<file path="src/rtl/led_pattern_pkg.sv">
// Shared definitions for the LED pattern generator and its receive-side classifier:
// mode codes, classifier FSM encoding and the LFSR step used by both sides.
package led_pattern_pkg;

    localparam logic [1:0] MODE_COUNT = 2'b00;
    localparam logic [1:0] MODE_SCAN  = 2'b01;
    localparam logic [1:0] MODE_LFSR  = 2'b10;
    localparam logic [1:0] MODE_ALT   = 2'b11;

    typedef enum logic [1:0] {
        IDLE   = 2'b00,
        TRACK  = 2'b01,
        LOCKED = 2'b10
    } state_e;

    // Taps 8,6,5,4 shifted in at bit 0; must stay identical to the generator.
    function automatic logic [7:0] lfsr_next(input logic [7:0] v);
        return {v[6:0], v[7] ^ v[5] ^ v[4] ^ v[3]};
    endfunction

    // Candidate priority when several rules fit one transition: ALT > LFSR > SCAN > COUNT.
    function automatic logic [1:0] pick_mode(input logic [3:0] match);
        if (match[MODE_ALT])  return MODE_ALT;
        if (match[MODE_LFSR]) return MODE_LFSR;
        if (match[MODE_SCAN]) return MODE_SCAN;
        return MODE_COUNT;
    endfunction

endpackage

</file>
<file path="src/rtl/led_pattern_classifier_matcher.sv">
// Combinational transition checker: reports which generator modes could have
// produced the step prev_val -> next_val. Bit index equals the mode code.
module led_transition_matcher
    import led_pattern_pkg::*;
(
    input  logic [7:0] prev_val,
    input  logic [7:0] next_val,
    output logic [3:0] match
);

    logic prev_onehot;
    logic scan_shift;
    logic scan_wrap;
    logic count_hit;
    logic lfsr_hit;
    logic alt_hit;

    assign prev_onehot = (prev_val != 8'h00) && ((prev_val & (prev_val - 8'h01)) == 8'h00);
    assign scan_shift  = prev_onehot && (next_val != 8'h00) &&
                         ((next_val == {prev_val[6:0], 1'b0}) || (next_val == {1'b0, prev_val[7:1]}));
    // The scanner restarts at bit 0 from an empty bus or after walking off the top.
    assign scan_wrap   = ((prev_val == 8'h00) || (prev_val == 8'h80)) && (next_val == 8'h01);

    assign count_hit = (next_val == prev_val + 8'h01);
    // An all-zero LFSR is a lock-up state; the generator reseeds it with 0x01.
    assign lfsr_hit  = (next_val == lfsr_next(prev_val)) || ((prev_val == 8'h00) && (next_val == 8'h01));
    assign alt_hit   = (next_val == 8'h55) || ((prev_val == 8'h55) && (next_val == 8'hAA));

    assign match = {alt_hit, lfsr_hit, scan_shift | scan_wrap, count_hit};

endmodule

</file>
<file path="src/rtl/led_pattern_classifier.sv">
// Identifies the running LED generator mode by checking each bus change against
// the four transition rules and locking after LOCK_COUNT consistent changes.
module led_pattern_classifier
    import led_pattern_pkg::*;
#(
    parameter int LOCK_COUNT = 4,
    parameter int TIMEOUT    = 64
) (
    input  logic       clk,
    input  logic       reset,
    input  logic       enable,
    input  logic [7:0] led_in,
    output logic [1:0] detected_mode,
    output logic       locked,
    output logic       lock_pulse,
    output logic [7:0] mismatch_count
);

    localparam logic [3:0] LOCK_C    = 4'(LOCK_COUNT);
    localparam logic [7:0] TIMEOUT_C = 8'(TIMEOUT);

    function automatic logic [7:0] sat_inc8(input logic [7:0] v);
        return (v == 8'hFF) ? v : v + 8'h01;
    endfunction

    logic [7:0] sample_q;
    logic [7:0] last_q;
    logic       has_last;
    state_e     state;
    logic [1:0] cand;
    logic [3:0] conf;
    logic [7:0] idle_cnt;

    logic [3:0] match;
    logic       change;
    logic       cand_hit;
    logic [1:0] best_mode;

    led_transition_matcher u_matcher (
        .prev_val (last_q),
        .next_val (sample_q),
        .match    (match)
    );

    assign change        = has_last && (sample_q != last_q);
    assign cand_hit      = match[cand];
    assign best_mode     = pick_mode(match);
    assign detected_mode = cand;

    always_ff @(posedge clk or posedge reset) begin
        if (reset) begin
            sample_q       <= 8'h00;
            last_q         <= 8'h00;
            has_last       <= 1'b0;
            state          <= IDLE;
            cand           <= MODE_COUNT;
            conf           <= 4'd0;
            idle_cnt       <= 8'd0;
            locked         <= 1'b0;
            lock_pulse     <= 1'b0;
            mismatch_count <= 8'd0;
        end else if (enable) begin
            sample_q   <= led_in;
            lock_pulse <= 1'b0;
            if (!has_last) begin
                // Re-arm: take a reference value, nothing to compare against yet.
                last_q   <= sample_q;
                has_last <= 1'b1;
                idle_cnt <= 8'd0;
            end else if (change) begin
                last_q   <= sample_q;
                idle_cnt <= 8'd0;
                if ((state != IDLE) && cand_hit) begin
                    if (state == TRACK) begin
                        conf <= conf + 4'd1;
                        if (conf + 4'd1 == LOCK_C) begin
                            state      <= LOCKED;
                            locked     <= 1'b1;
                            lock_pulse <= 1'b1;
                        end
                    end
                end else begin
                    if (state == LOCKED) begin
                        mismatch_count <= sat_inc8(mismatch_count);
                        locked         <= 1'b0;
                    end
                    if (match != 4'b0000) begin
                        cand  <= best_mode;
                        conf  <= 4'd1;
                        state <= TRACK;
                    end else begin
                        conf  <= 4'd0;
                        state <= IDLE;
                    end
                end
            end else if (idle_cnt == TIMEOUT_C - 8'd1) begin
                // Bus stalled: drop any lock and wait for a fresh reference value.
                state    <= IDLE;
                conf     <= 4'd0;
                locked   <= 1'b0;
                has_last <= 1'b0;
                idle_cnt <= TIMEOUT_C;
            end else begin
                idle_cnt <= idle_cnt + 8'd1;
            end
        end
    end

endmodule

</file>
<file path="config.mk">
export PLATFORM = sky130hd
export DESIGN_NAME = led_pattern_classifier
export DESIGN_NICKNAME = d
export VERILOG_FILES = /design/src/rtl/led_pattern_pkg.sv /design/src/rtl/led_pattern_classifier_matcher.sv /design/src/rtl/led_pattern_classifier.sv
export SDC_FILE = /design/constraint.sdc
export NUM_CORES = 1
export LEC_CHECK = 0
export ABC_CLOCK_PERIOD_IN_PS = 3000
export BUFFER_PORTS_ARGS = -buffer_cell sky130_fd_sc_hd__buf_2
export CORE_ASPECT_RATIO = 0.8
export CORE_MARGIN = 10
export CORE_UTILIZATION = 54
export DETAILED_ROUTE_END_ITERATION = 7
export PLACE_DENSITY = 0.79
export SYNTH_ARGS = -nofsm -noshare
export SYNTH_HDL_FRONTEND = slang
export SYNTH_SLANG_ARGS = --single-unit
export TNS_END_PERCENT = 100
</file>
<file path="constraint.sdc">
create_clock -name clk -period 3 [get_ports clk]
set_input_delay 0.45 -clock clk [delete_from_list [all_inputs] [get_ports clk]]
set_output_delay 0.45 -clock clk [all_outputs]
set_load 0.02 [all_outputs]
</file>
==> summary.txt, run 1 <==
Critical path
  • R2r endpoint: detected_mode[0]
  • Worst Setup End Kind: flip-flop
  • Reg-to-Reg Start: last_q[1]
  • Worst R2R Path Depth: 10
  • Crit path max fanout: 3
  • FF-to-FF setup slack: 0.02 ns
  • Worst path required time: 3.19 ns
  • Startpoint types: flip-flop
  • Crit path kind: flip-flop to flip-flop
  • Data arrival, critical path: 3.17 ns

Flow run
  • MaxCap Viol Count: 0

Drt
  • DR vias: 2458
  • Drt first pass iters: 5
  • Detailed router's first-iteration violation count: 279
  • Drt wl/cell: 17.4 um
  • Post-DRT Antenna Nets: 0
  • Final wirelength: 6930 um
  • Residual DRC count: 0
  • DR vias/cell: 6.19

Die
  • Initial core utilization: 56.1%
  • Core ar.: 0.00504 mm^2
  • DIE AREA: 0.00854 mm^2
  • I/O pin count: 23
  • Row Count: 23
  • Die H: 84.7 um
  • Die W: 101 um

CTS
  • Total CTS buffers: 5
  • Clk_lat worst skew: 0.30 ns
  • Clock Tree Root: clkbuf_8
  • Deepest clock path buffer count: 2
  • H-tree depth: 2
  • CTS Hold Bufs: 0
  • CTS tree: yes
  • Clock slew at reported path FFs: 0.08 ns
  • # clock sinks: 43

STA
  • Tmin final: 2.98 ns
  • Hold WS: 0.275 ns
  • Period utilization: 99.3%
  • Clk_skew: 0.00505 ns
  • RSZ-0062 raised after global routing: yes
  • Setup violators final: 0
  • Slew Viols, Final: 0
  • Rel. slew slack: 27.0%
  • Final hold vios: 0
  • Post-route setup slack: 0.0198 ns
  • Worst Tran Pin Value: 1.09 ns
  • Max Clk Rate: 336 MHz

Logic synthesis
  • Synth Instances: 307
  • Avg Inst Size Synth: 9.20 um^2
  • Synthesis-stage register bit count: 43
  • Mapped cell area: 0.00282 mm^2
  • Async set-reset flop share out of synthesis: 100%
  • Synth warn: 0
  • Post-synth EDFFs: 0
  • Sequential-to-total area share from yosys stat: 38.1%
  • Syn_nets: 325
  • Top FF cell, synth: dfrtp_1
  • Synth unique cells: 58

Worst hold path
  • HP Class: input pin to asynchronous set/reset pin

Cells and area
  • Post-route cell area: 0.00320 mm^2
  • Syn-to-layout area delta: 13.2%
  • Nets@finish: 352
  • FILL cells: 411
  • Share of cells above drive strength 1: 22.4%
  • Final Util: 63.5%
  • Ant diodes: 0

Placed design
  • IO Port Bufs: 22
  • RD Place Congestion: 0.976
  • DP HPWL: 5080 um
  • Post-Place Setup Slack: 0.0450 ns
  • Placed cell areas: 0.00305 mm^2

Global routing
  • GRT overflow: 0
  • Total Routing Usage GR: 16.2%
  • Vias in the first global route: 2356
  • Largest net degree at the start of global routing: 31
  • First-pass GRT wire length: 11500 um
  • Initial antenna violation count: 0

Power
  • PwrDens: 472 mW/mm^2
  • Lkg Pwr: 1.44 nW
  • Worst VDD drop: 0.400 mV

Run status
  • Run status: completed
## synthesized netlist by cell type (2+ instances only)
cell       number  area share (%)
a21oi_1         5            0.89
dfrtp_1        43              38
nand3_1        14             2.5
nand4_1        12             2.7
ha_1            7             3.1
nor2b_1         2            0.44
and2_1          2            0.44
nand2b_1        2            0.44
a21boi_0        2            0.53
and4b_1         2            0.71
nand2_1        29             3.9
buf_2           7             1.2
and4_1          2            0.62
a21o_1          2            0.53
or3_1           3            0.66
xor2_1         20             6.2
nor3_1          6             1.1
inv_1          12             1.6
nor2_1          7            0.93
or2_2           2            0.44
mux2_2         12             4.8
clkbuf_1       15             2.0
o2bb2ai_1       3            0.93
nor3b_1         2            0.53
nor4_1          9             2.0
o21ai_0        18             3.2
a211oi_1        2            0.53
o41ai_1         2            0.62
xnor2_1        20             6.2
and3_1         10             2.2
a31oi_1         2            0.44
mux2i_1         2            0.71
o31ai_1         4             1.1
## placed cells by master, fill, tap and decap left out, drive strengths merged, types with 3 or more instances in the layout
| master | n |
|---|---|
| nand3 | 14 |
| nand4 | 12 |
| o21ai | 18 |
| xor2 | 20 |
| nor4 | 9 |
| nand2 | 29 |
| or2 | 3 |
| and3 | 10 |
| clkbuf | 6 |
| o2bb2ai | 3 |
| buf | 43 |
| xnor2 | 20 |
| inv | 11 |
| dfrtp | 43 |
| o31ai | 4 |
| ha | 7 |
| a21oi | 5 |
| nor2 | 7 |
| mux2 | 13 |
| or3 | 4 |
| nor3 | 6 |
## layout make-up
class	instances	area [um^2]	area share, %
Clock inverter	2	12.5	0.392
Inverter	12	45.0	1.41
Clock buffer	6	72.6	2.27
Sequential cell	43	1080	33.7
Timing Repair Buffer	43	268	8.38
Tap cell	62	77.6	2.43
Multi-Input combinational cell	229	1640	51.4
## flip-flops by register name (all words and copies together) (netlist names)
name and count:
conf 4, detected_mode 2, has_last 1, idle_cnt 8, last_q 8, lock_pulse 1, locked 1, mismatch_count 8
sample_q 8, state 2
## worst max-delay path by stage
| stage | endpoint | slack, ns | startpoint | depth (start not counted) |
|---|---|---|---|---|
| 4_1_cts | detected_mode[0] | 0.03 | last_q[1] | 10 |
| 6_report | detected_mode[0] | 0.02 | last_q[1] | 10 |
| 3_5_place_dp | detected_mode[0] | 0.05 | last_q[1] | 10 |
| 3_3_place_gp | detected_mode[0] | 0.11 | last_q[0] | 10 |
| 5_1_grt | detected_mode[0] | -0.07 | last_q[1] | 10 |
| 2_1_floorplan | mismatch_count[1] | 0.001 | last_q[0] | 12 |
## what timing repair did
action | 4_1_cts | 5_1_grt
setup buffers | 0 | 3
gates resized for setup | 0 | 6
setup endpoints to repair | 0 | 10
## kinds of logic after synthesis
| kind of cell | synth area share [%] |
|---|---|
| AOI/OAI and AO/OA | 14.1 |
| xor gates and xnor gates | 12.4 |
| adders and majority gates | 3.10 |
| buffers and inverters | 4.96 |
| DFF | 38.1 |
| muxes | 6.03 |
| and+or+nand+nor | 21.3 |
## critical path: stages (launching register included)
cell       delay (ns)
dfrtp_1          0.40
inv_2            0.09
ha_4             0.14
or3b_4           0.39
a2111oi_4        0.31
nand4_1          0.13
a311o_1          0.30
o22a_1           0.17
a31o_1           0.24
or3_4            0.39
mux2_4           0.30
## stage by stage
step | TNS, ns | power, mW | cells
global route | -0.132 | 1.58 | 397
detailed placement | 0 | 1.11 | 386
CTS | 0 | 1.48 | 394
floorplan | 0 | 0.989 | 307
global placement | 0 | 1.10 | 386
finish | 0 | 1.51 | 397
## report_power, final
group / internal, mW / total [mW] / leakage [nW] / switching (mW)
clock: 0.163 / 0.370 / 0.0412 / 0.207
sequential: 0.618 / 0.692 / 0.556 / 0.0747
combinational: 0.196 / 0.444 / 0.840 / 0.248
total: 0.977 / 1.51 / 1.44 / 0.530
## metal layers
layer | part of all wire [%] | wire (um) | global-route usage (%)
met5 | 0 | 0 | 0
met3 | 8.5 | 589 | 4.42
met4 | 1.9 | 133 | 5.26
met1 | 46 | 3160 | 22.7
met2 | 44 | 3050 | 23.2
Note: power is estimated with default switching activity, not from simulation.
==> run 2, diff against run 1 <==
SETUP_SLACK_MARGIN = 0.4   (was default)
==> summary.txt, run 2 (same netlist as run 1, synthesis figures left out) <==
STA
  • Setup violators final: 0 (unchanged)
  • Slew Viols, Final: 0 (unchanged)
  • Clk_skew: 0.00486 ns (-0.000183 ns)
  • Worst Tran Pin Value: 0.641 ns (-0.447 ns)
  • Tmin final: 2.90 ns (-0.0788 ns)
  • Max Clk Rate: 345 MHz (+2.7%)
  • RSZ-0062 raised after global routing: yes
  • Period utilization: 96.7% (-2.6 points)
  • Hold WS: 0.259 ns (-0.0169 ns)
  • Post-route setup slack: 0.0986 ns (+0.0788 ns)
  • Final hold vios: 0 (unchanged)
  • Rel. slew slack: 57.1% (+30 points)

Cells and area
  • Most frequent cells in the layout: dfrtp_1, nand2_1, buf_2
  • Commonest non-fill, non-tap cell in the layout: dfrtp_1
  • Nets@finish: 356 (+1.1%)
  • FILL cells: 357 (-13%)
  • Share of cells above drive strength 1: 30.4% (+8.0 points)
  • Syn-to-layout area delta: 23.0%
  • Ant diodes: 0 (unchanged)

Global routing
  • Total Routing Usage GR: 16.1% (-0.11 points)
  • Vias in the first global route: 2355 (-0.042%)
  • Initial antenna violation count: 0 (unchanged)
  • Largest net degree at the start of global routing: 44 (+42%)
  • GRT overflow: 0 (unchanged)
  • First-pass GRT wire length: 11500 um (+0.31%)

Die
  • DIE AREA: 0.00854 mm^2 (unchanged)
  • Initial core utilization: 56.1% (unchanged)
  • Die H: 84.7 um (unchanged)
  • Die W: 101 um (unchanged)
  • Row Count: 23 (unchanged)
  • I/O pin count: 23 (unchanged)
  • Core ar.: 0.00504 mm^2 (unchanged)

CTS
  • Clk_lat worst skew: 0.30 ns (about the same)
  • H-tree depth: 2 (unchanged)
  • # clock sinks: 43 (unchanged)
  • CTS tree: yes
  • Clock Tree Root: clkbuf_8
  • Clock slew at reported path FFs: 0.09 ns (about the same)
  • Deepest clock path buffer count: 2 (unchanged)
  • Total CTS buffers: 5 (unchanged)
  • CTS Hold Bufs: 0 (unchanged)

Drt
  • Drt wl/cell: 18.1 um (+3.6%)
  • Residual DRC count: 0 (unchanged)
  • Final wirelength: 7250 um (+4.6%)
  • Post-DRT Antenna Nets: 0 (unchanged)
  • DR vias/cell: 6.19 (about the same)
  • Detailed router's first-iteration violation count: 277 (-0.72%)
  • DR vias: 2483 (+1.0%)
  • Drt first pass iters: 8 (+3)

Critical path
  • Crit path kind: flip-flop to flip-flop
  • Slowest stage cell, crit path: dfrtp_1
  • Startpoint types: flip-flop
  • CP Buf/Inv Count: 1 (unchanged)
  • Crit path max-delay family: compound AO/OA/AOI/OAI gates
  • Data arrival, critical path: 3.10 ns (-0.07 ns)
  • CP max stage delay: 0.40 ns (about the same)
  • CP Cell Sequence: inv_2 > ha_4 > or3b_4 > a2111oi_4 > nand4_1 > a311o_1 > o22a_1 > a31o_1 > or3_4 > mux2_4
  • Worst path required time: 3.20 ns (about the same)
  • Crit path max fanout: 3 (unchanged)
  • Worst Setup End Kind: flip-flop

Power
  • Sw Ratio: 34.6% (-0.57 points)
  • Internal power: 1.10 mW (+13%)
  • PwrDens: 486 mW/mm^2 (+3.0%)
  • Combinational share of power: 30.7% (+1.2 points)
  • Worst VDD drop: 0.320 mV (-20%)
  • Net switching power: 584 uW (+10%)
  • Clock power share: 27.8% (+3.2 points)
  • Sequential share of power: 41.5% (-4.4 points)
  • Lkg Pwr: 1.56 nW (+8.6%)

Flow run
  • MaxCap Viol Count: 0 (unchanged)

Worst hold path
  • HP Class: input pin to asynchronous set/reset pin

Placed design
  • RD Place Congestion: 0.941 (-3.6%)
  • IO Port Bufs: 22 (unchanged)
  • DP HPWL: 4800 um (-5.5%)
  • Post-Place Setup Slack: 0.104 ns (+0.0593 ns)

Run status
  • Run status: completed
## run 2: layout make-up
class	count	area, um^2	share of cell area [%]
multi-input cells	229	1830	52.8
flip-flops and latches	43	1080	31.0
repair buffers	47	325	9.37
well taps	62	77.6	2.23
clock buffers	5	68.8	1.98
inverters	12	47.5	1.37
clock inverters	3	43.8	1.26
## run 2: path summary, 6_finish.rpt
kind / from / to / slack [ns] / cells past startpoint
min: reset / last_q[0] / 0.26 / 3
min in group clk: led_in[0] / sample_q[0] / 0.35 / 3
max: last_q[1] / detected_mode[0] / 0.1 / 10
max in group asynchronous: reset / lock_pulse / 2.36 / 3
max reg2reg: last_q[1] / detected_mode[0] / 0.1 / 10
min reg2reg: lock_pulse / lock_pulse / 0.49 / 2
## run 2: power by group through the flow
stage | registers (mW) | logic (mW) | clock network [mW]
finish | 0.700 | 0.518 | 0.469
global placement | 0.702 | 0.403 | 0
global route | 0.708 | 0.561 | 0.497
floorplan | 0.665 | 0.346 | 0
CTS | 0.693 | 0.448 | 0.468
detailed placement | 0.704 | 0.412 | 0
## run 2: stage by stage
stage,setup TNS [ns],std cells,power [mW],area (um^2),utilization (%)
6_report,0,401,1.69,3470,69.0
3_5_place_dp,0,385,1.12,3090,61.4
4_1_cts,0,398,1.61,3300,65.6
2_1_floorplan,0,307,1.01,2890,-
3_3_place_gp,0,385,1.10,3090,61.4
5_1_grt,-0.109,401,1.77,3470,69.0
## run 2: repair_timing
item                       CTS  global route
cloned                       0             0
pin swaps                    6             5
setup buffers                5             3
gates resized for setup     13            22
setup endpoints to repair   22            22
## run 2: tightest hold or removal path, cell delays in order
cell      delay (ns)
buf_2           0.10
clkinv_1        0.03
buf_4           0.44
## run 2: layer usage
layer | part of all wire (%) | GRT usage [%] | vias to the layer above
met5 | 0 | 0 | -
met1 | 46 | 22.7 | 1201
met2 | 46 | 23.9 | 111
met3 | 7.3 | 4.01 | 8
met4 | 0.66 | 3.85 | 0
li1 | - | - | 1163
==> run 3, diff against run 2 <==
==> constraint.sdc (replaced) <==
create_clock -name clk -period 3 [get_ports clk]
set_input_delay 0.3 -clock clk [delete_from_list [all_inputs] [get_ports clk]]
set_output_delay 0.3 -clock clk [all_outputs]
set_load 0.02 [all_outputs]
==> summary.txt, run 3 (same netlist as run 1, synthesis figures left out) <==
Run status
  • Run status: completed

Global routing
  • Total Routing Usage GR: 16.2% (+0.13 points)
  • GR Util met3: 4.10% (+0.082 points)
  • Vias in the first global route: 2297 (-2.5%)
  • GRT overflow: 0 (unchanged)
  • First-pass GRT wire length: 11300 um (-1.7%)
  • Top Usage Layer GRT: met1
  • Met2 Use GR: 23.1% (-0.75 points)
  • Met1 usage: 23.2% (+0.57 points)
  • Largest net degree at the start of global routing: 29 (-34%)
  • Initial antenna violation count: 0 (unchanged)

CTS
  • Clock Tree Root: clkbuf_8
  • CTS tree: yes
  • H-tree depth: 2 (unchanged)
  • # clock sinks: 43 (unchanged)
  • Total CTS buffers: 5 (unchanged)
  • Clock slew at reported path FFs: 0.09 ns (about the same)
  • Deepest clock path buffer count: 2 (unchanged)
  • Clk_lat worst skew: 0.31 ns (about the same)

Critical path
  • CP Buf/Inv Count: 1 (unchanged)
  • CP Cell Sequence: inv_2 > ha_4 > or3b_4 > a2111oi_4 > nand4_1 > a311o_1 > o31a_1 > nor3_1 > or3_4 > mux2_4
  • Crit path max fanout: 4 (+1)
  • Data arrival, critical path: 3.13 ns (+0.03 ns)
  • Worst path required time: 3.20 ns (about the same)
  • Startpoint types: flip-flop
  • Worst Setup End Kind: flip-flop
  • Crit path kind: flip-flop to flip-flop
  • Slowest stage cell, crit path: dfrtp_1
  • CP max stage delay: 0.39 ns (about the same)
  • Crit path max-delay family: compound AO/OA/AOI/OAI gates

Cells and area
  • Nets@finish: 354 (-0.56%)
  • Ant diodes: 0 (unchanged)
  • Commonest non-fill, non-tap cell in the layout: dfrtp_1
  • Final Util: 66.7% (-2.3 points)
  • Non-filler instance count after layout: 398 (-0.75%)
  • Syn-to-layout area delta: 19.0%
  • Post-route cell area: 0.00336 mm^2 (-3.3%)
  • FILL cells: 357 (unchanged)
  • Share of cells above drive strength 1: 27.4% (-3.0 points)
  • Most frequent cells in the layout: dfrtp_1, nand2_1, buf_2

Die
  • Row Count: 23 (unchanged)
  • Initial core utilization: 56.1% (unchanged)
  • Die W: 101 um (unchanged)
  • DIE AREA: 0.00854 mm^2 (unchanged)
  • Core ar.: 0.00504 mm^2 (unchanged)
  • I/O pin count: 23 (unchanged)
  • Die H: 84.7 um (unchanged)

Power
  • Internal power: 1.07 mW (-2.9%)
  • PwrDens: 484 mW/mm^2 (-0.47%)
  • Combinational share of power: 29.4% (-1.3 points)
  • Final total power: 1.62 mW (-3.7%)
  • Net switching power: 553 uW (-5.3%)
  • Clock power share: 28.0% (+0.2 points)
  • Sequential share of power: 42.6% (+1.1 points)
  • Lkg Pwr: 1.50 nW (-3.7%)
  • Sw Ratio: 34.1% (-0.55 points)
  • Worst VDD drop: 0.355 mV (+11%)

STA
  • RSZ-0062 raised after global routing: yes
  • Post-route setup slack: 0.0767 ns (-0.0219 ns)
  • Setup violators final: 0 (unchanged)
  • Hold WS: 0.209 ns (-0.0492 ns)
  • Worst Tran Pin Value: 0.706 ns (+0.0654 ns)
  • Max Clk Rate: 342 MHz (-0.75%)
  • Final hold vios: 0 (unchanged)
  • Clk_skew: 0.00931 ns (+0.00445 ns)
  • Rel. slew slack: 52.8% (-4.4 points)
  • Fin Setup TNS: 0 ns (unchanged)
  • Slew Viols, Final: 0 (unchanged)
  • Period utilization: 97.4% (+0.73 points)
  • Tmin final: 2.92 ns (+0.0219 ns)

Placed design
  • DP HPWL: 4870 um (+1.5%)
  • RD Place Congestion: 0.934 (-0.71%)
  • Post-Place Setup Slack: 0.129 ns (+0.0249 ns)
  • Placed cells: 383 (-0.52%)
  • IO Port Bufs: 22 (unchanged)
  • Placed cell areas: 0.00308 mm^2 (-0.49%)

Drt
  • DR vias/cell: 6.12 (-1.2%)
  • Residual DRC count: 0 (unchanged)
  • Detailed router's first-iteration violation count: 267 (-3.6%)
  • Final wirelength: 6940 um (-4.2%)
  • Drt first pass iters: 5 (-3)
  • Post-DRT Antenna Nets: 0 (unchanged)
  • Drt wl/cell: 17.4 um (-3.5%)
  • DR vias: 2435 (-1.9%)

Flow run
  • MaxCap Viol Count: 0 (unchanged)

Worst hold path
  • HP Class: input pin to flip-flop
## run 3: cell count changes in the layout (fill, tap and decap cells not counted), sizes merged
cell | previous run | this run
clkinv | 3 | 1
buf | 47 | 44
clkinvlp | 0 | 1
dlygate4sd3 | 0 | 1
## run 3: metal layers
metal | wire length (um) | part of all wire [%]
met5 | 0 | 0
met4 | 97 | 1.4
met3 | 487 | 7.0
met2 | 2990 | 43
met1 | 3360 | 48
## run 3: cell type report
cell class | count | area [um^2] | share of cell area (%)
clock buffers | 5 | 68.8 | 2.05
clock inverters | 2 | 37.5 | 1.12
inverters | 12 | 47.5 | 1.42
multi-input cells | 229 | 1760 | 52.4
flip-flops and latches | 43 | 1080 | 32.0
well taps | 62 | 77.6 | 2.31
repair buffers | 45 | 293 | 8.72
## run 3: worst register-to-register path: cells and delay by family, from the launching register on
kind            cells  cell delay (ns)
flops               1             0.39
fa+ha+maj           1             0.13
compound gates      3             0.96
mux                 1             0.29
simple gates        4             0.94
buf+inv             1             0.08
## run 3: path summary, 6_finish.rpt
check	to	depth (start not counted)	startpoint	slack, ns
worst min-delay path	sample_q[4]	2	led_in[4]	0.21
min in group asynchronous	sample_q[4]	3	reset	0.55
max in group asynchronous	conf[2]	4	reset	1.69
worst max register to register	detected_mode[0]	10	last_q[1]	0.08
worst min register to register	mismatch_count[5]	1	mismatch_count[5]	0.49
worst max-delay path	detected_mode[0]	10	last_q[1]	0.08
## run 3: what timing repair did
item	4_1_cts	5_1_grt
gates resized for setup	11	10
setup buffers	5	2
hold endpoints to repair	15	0
setup endpoints to repair	26	22
hold buffers	1	0
pin swaps	2	2
## run 3: power by group through the flow
stage / Clock [mW] / Sequential [mW] / Combinational (mW)
after floorplan: 0 / 0.665 / 0.346
after global placement: 0 / 0.699 / 0.400
after detailed placement: 0 / 0.700 / 0.409
after CTS: 0.464 / 0.690 / 0.445
after global routing: 0.489 / 0.702 / 0.517
final: 0.454 / 0.692 / 0.478
